--- src/rtl/rr_arb16.sv ---
// rr_arb16: 16-way round-robin arbiter with registered one-hot grant, done/withdraw release and hold timeout
module rr_arb16 #(
  parameter int HOLD_MAX = 8,
  parameter int TMR_W = 8
) (
  input  logic        clk,
  input  logic        rst,
  input  logic        en,
  input  logic [15:0] req,
  input  logic        done,
  output logic [15:0] gnt,
  output logic [3:0]  gnt_idx,
  output logic        valid,
  output logic        tmo
);
  typedef enum logic [1:0] {IDLE, GRANT, REL} state_t;
  state_t state, state_n;
  logic [3:0] ptr, ptr_n, idx_n, off, win;
  logic [TMR_W-1:0] timer, timer_n;
  logic [15:0] gnt_n, rot;
  logic valid_n, tmo_n, at_max, rel;
  assign rot = 16'({req, req} >> ptr);
  always_comb begin
    off = 4'd0;
    for (int i = 15; i >= 0; i--) off = rot[i] ? i[3:0] : off;
  end
  assign win = ptr + off;
  assign at_max = timer == TMR_W'(HOLD_MAX);
  assign rel = !en || done || !req[gnt_idx] || at_max;
  always_comb begin
    state_n = state;
    ptr_n = ptr;
    idx_n = gnt_idx;
    timer_n = timer;
    gnt_n = gnt;
    valid_n = valid;
    tmo_n = 1'b0;
    case (state)
      IDLE: if (en && |req) begin
        state_n = GRANT;
        idx_n = win;
        gnt_n = 16'd1 << win;
        valid_n = 1'b1;
        timer_n = TMR_W'(1);
      end
      GRANT: if (rel) begin
        state_n = REL;
        gnt_n = 16'd0;
        valid_n = 1'b0;
        ptr_n = gnt_idx + 4'd1;
        tmo_n = en && !done && req[gnt_idx] && at_max;
      end else timer_n = timer + 1'b1;
      default: state_n = IDLE;
    endcase
  end
  always_ff @(posedge clk) begin
    if (rst) begin
      state <= IDLE;
      ptr <= 4'd0;
      timer <= '0;
      gnt <= 16'd0;
      gnt_idx <= 4'd0;
      valid <= 1'b0;
      tmo <= 1'b0;
    end else begin
      state <= state_n;
      ptr <= ptr_n;
      timer <= timer_n;
      gnt <= gnt_n;
      gnt_idx <= idx_n;
      valid <= valid_n;
      tmo <= tmo_n;
    end
  end
endmodule

--- config.mk ---
export PLATFORM = sky130hd
export DESIGN_NAME = rr_arb16
export DESIGN_NICKNAME = d
export VERILOG_FILES = /design/src/rtl/rr_arb16.sv
export SDC_FILE = /design/constraint.sdc
export NUM_CORES = 1
export LEC_CHECK = 0
export CAP_MARGIN = 20
export CORE_MARGIN = 2
export CORE_UTILIZATION = 44
export CTS_BUF_LIST = sky130_fd_sc_hd__clkbuf_8
export DETAILED_ROUTE_END_ITERATION = 7
export MAX_ROUTING_LAYER = met4
export PLACE_DENSITY = 0.72
export RECOVER_POWER = 50
export SETUP_SLACK_MARGIN = 0.2
export SYNTH_ARGS = -nofsm -noshare
export SYNTH_HDL_FRONTEND = slang
export SYNTH_SLANG_ARGS = --single-unit
export TNS_END_PERCENT = 50
--- constraint.sdc ---
create_clock -name clk -period 6.5 [get_ports clk]
set_input_delay 1.625 -clock clk [delete_from_list [all_inputs] [get_ports clk]]
set_output_delay 1.625 -clock clk [all_outputs]
set_load 0.005 [all_outputs]
==> run_results.csv <==
group,metric,value,unit
clocking,cts_tree,"done",
sta,period_needed,5560,ps
cells_and_area,final_area,3470,µm²
global_routing,grt_use_met1,27.6,%
logic_synthesis,syn_inst,328,
clocking,postCtsSetupRepairBufs,0,
sta,worst-slew-pin-transition,934,ps
sta,period_share,85.5,%
worst_hold_path,hold_class,"register to register",
routing,route.detailed.drc,0,
logic_synthesis,seq_area_frac_synth,24.8,%
logic_synthesis,ys.warnings.count,0,
global_routing,grt_first_pass_wirelength,12000,µm
floorplan,io_pins,42,
global_routing,antenna_found_initial,0,
routing,wl,7310,µm
cells_and_area,antenna_cells,0,
global_routing,grt_pass1_vias,2520,
clocking,cts_buffers,5,
power_and_ir_drop,peakVddDrop,0.143,mV
critical_path,crit_type,"input port to register",
cells_and_area,final_common_cell,"nand2_1",
floorplan,initial_core_util,45.5,%
sta,fmax,180,MHz
clocking,path_clk_slew,70,ps
routing,routed_via_density,6.15,
cells_and_area,drive_above_1_share,14.2,%
routing,vias,2687,
critical_path,worstReg2RegEnd,"gnt[3]$_SDFFE_PP0P_",
power_and_ir_drop,p_per_area,196,nW/µm²
critical_path,r2r_setup_slack,1840,ps
floorplan,core,6390,µm²
cells_and_area,fin_util,54.3,%
critical_path,timing.rr.start,"ptr[3]$_SDFFE_PP0P_",
routing,detail-route-antenna-nets,0,
floorplan,rows,29,
worst_hold_path,whs_path_depth,2,
sta,report.final.slew_viol_count,0,
logic_synthesis,ys_types,59,
critical_path,start_kind,"input port",
critical_path,cp-end-kind,"register",
flow_run,maxCapViolCount,0,
floorplan,die_w,85.3,µm
clocking,cts_hold_buf,0,
routing,drt_iter0_markers,200,
critical_path,worst_ep_arrival_time,5770,ps
logic_synthesis,async_flop_share,0,%
sta,finalSetupTns,0,ps
global_routing,grt_use_met2,33.3,%
global_routing,gr-usage-met3,3.31,%
critical_path,path_max_fanout,6,
logic_synthesis,synth_ff_type,"dfxtp_1",
logic_synthesis,ys_ff_latch,36,
sta,fin_worst_skew,5.60,ps
place,place_area,3340,µm²
clocking,clk_path_buf_depth,2,
clocking,cts_resized,0,
logic_synthesis,syn_area_per_cell,8.87,µm²
logic_synthesis,netlist_area,2910,µm²
routing,wl_per_cell,16.7,µm
clocking,cts_root_buffer,"clkbuf_8",
floorplan,dieArea,7280,µm²
global_routing,grtUsageTotal,21.0,%
cells_and_area,most-common-layout-cells,"nand2_1, dfxtp_1, nor2_1, dlygate4sd3_1, mux4_2",
sta,hold_viol_final,0,
critical_path,startpoint,"req[8]",
logic_synthesis,synth_edf_count,0,
run_status,status,"complete, no violations",
critical_path,endpoint,"gnt[3]$_SDFFE_PP0P_",
global_routing,grt_max_degree,24,
place,hpwl,5470,µm
clocking,clk_latency,290,ps
clocking,h-tree-depth,2,
critical_path,required,6710,ps
clocking,cts.sinks,36,
cells_and_area,layout.nets,386,
routing,first_pass_iters,5,
critical_path,worst_r2r_path_depth,15,
global_routing,grt_overflow_total,0,
logic_synthesis,synth_nets,355,
cells_and_area,area_delta_synth_final,19.4,%
sta,fin_hold_ws,445,ps
sta,max_slew_margin,37.7,%
place,place.gp.congestion,0.980,
global_routing,top_usage_layer,"met2",
sta,setup_viol,0,
floorplan,die_h,85.3,µm
sta,rsz0062_at_grt,"false",
power_and_ir_drop,leakage,1.24,nW
place,port_buffers,41,
## per-stage QoR
stage	worst slack [ps]	power [W]	std cells
6_report	943	0.000681	437
5_1_grt	592	0.000718	437
4_1_cts	1020	0.000685	436
3_5_place_dp	715	0.000466	428
3_3_place_gp	781	0.000463	428
2_1_floorplan	1490	0.000400	328
## critical path, stage by stage
cell and delay [ps]:
dlygate4sd3_1 630, mux4_2 520, mux2_2 330, nor3_2 260, o21ai_0 130, a21o_1 190, a31oi_1 190, o311a_1 200
ha_1 220, a21o_1 170, a21oi_1 170, xnor2_1 250, nor3b_1 470, and2_1 220, a32oi_1 100, o21ai_0 100
## area by class of cell
cell class	instances	area (µm²)
fill	590	2920
sequential	36	721
multi-input combinational	262	2060
clock buffer	7	96.3
inverter	10	37.5
timing repair buffer	44	433
tap	77	96.3
clock inverter	1	30.0
## logic make-up (layout without fill, tap and decap cells)
kind of cell	count (synthesis)	after routing	share of synthesized area (%)
compound gates	78	78	18.6
flops	36	36	24.8
mux	47	47	25.6
xor+xnor	10	10	3.01
fa+ha+maj	7	7	3.27
buf+inv	30	62	4.47
simple gates	120	120	20.2
## registers in the layout (all words and copies together), names as in the netlist
signal and cells:
gnt 16, gnt_idx 4, ptr 4, state 2
timer 8, tmo 1, valid 1
## how the worst min path moves through the flow
| stage | startpoint | to |
|---|---|---|
| after floorplan | gnt[13]$_SDFFE_PP0P_ | gnt[13]$_SDFFE_PP0P_ |
| after global placement | gnt[5]$_SDFFE_PP0P_ | gnt[5]$_SDFFE_PP0P_ |
| after detailed placement | gnt[13]$_SDFFE_PP0P_ | gnt[13]$_SDFFE_PP0P_ |
| after CTS | gnt[13]$_SDFFE_PP0P_ | gnt[13]$_SDFFE_PP0P_ |
| after global routing | gnt[13]$_SDFFE_PP0P_ | gnt[13]$_SDFFE_PP0P_ |
| final | gnt[13]$_SDFFE_PP0P_ | gnt[13]$_SDFFE_PP0P_ |
## cells in the mapped netlist (2+ instances only)
cell	number	area, µm²
inv_1	10	37.5
o21ai_0	16	80.1
xnor2_1	7	61.3
buf_2	2	10.0
nor3b_1	5	37.5
a32oi_1	3	26.3
mux4_2	21	473
ha_1	6	75.1
a32o_1	2	20.0
o211ai_1	6	45.0
clkbuf_1	15	56.3
nor4_1	8	50.1
a21o_1	3	22.5
buf_6	2	22.5
a21oi_1	18	90.1
a31oi_1	3	18.8
and2_1	5	31.3
xor2_1	3	26.3
mux2_2	9	101
or2_2	2	12.5
nand2b_1	2	12.5
nand3_1	10	50.1
or3_1	2	12.5
dfxtp_1	36	721
nand2_1	43	161
o21ai_1	8	40.0
nor2b_1	5	31.3
nor3_1	3	15.0
and3_1	2	12.5
nor2_1	24	90.1
nand3b_1	3	22.5
mux2i_1	17	170
## per-layer routing
layer / up-vias / part of all wire [%]
li1: 1293 / -
met1: 1295 / 45
met2: 87 / 49
met3: 12 / 4.7
met4: 0 / 1.3
met5: - / 0
## power breakdown
group	leakage [nW]	switching, W	total [W]	internal [W]
combinational	0.882	0.000114	0.000214	0.000100
clock	0.0645	0.0000829	0.000218	0.000135
sequential	0.292	0.0000175	0.000248	0.000231
Note: power is estimated with default switching activity, not from simulation.
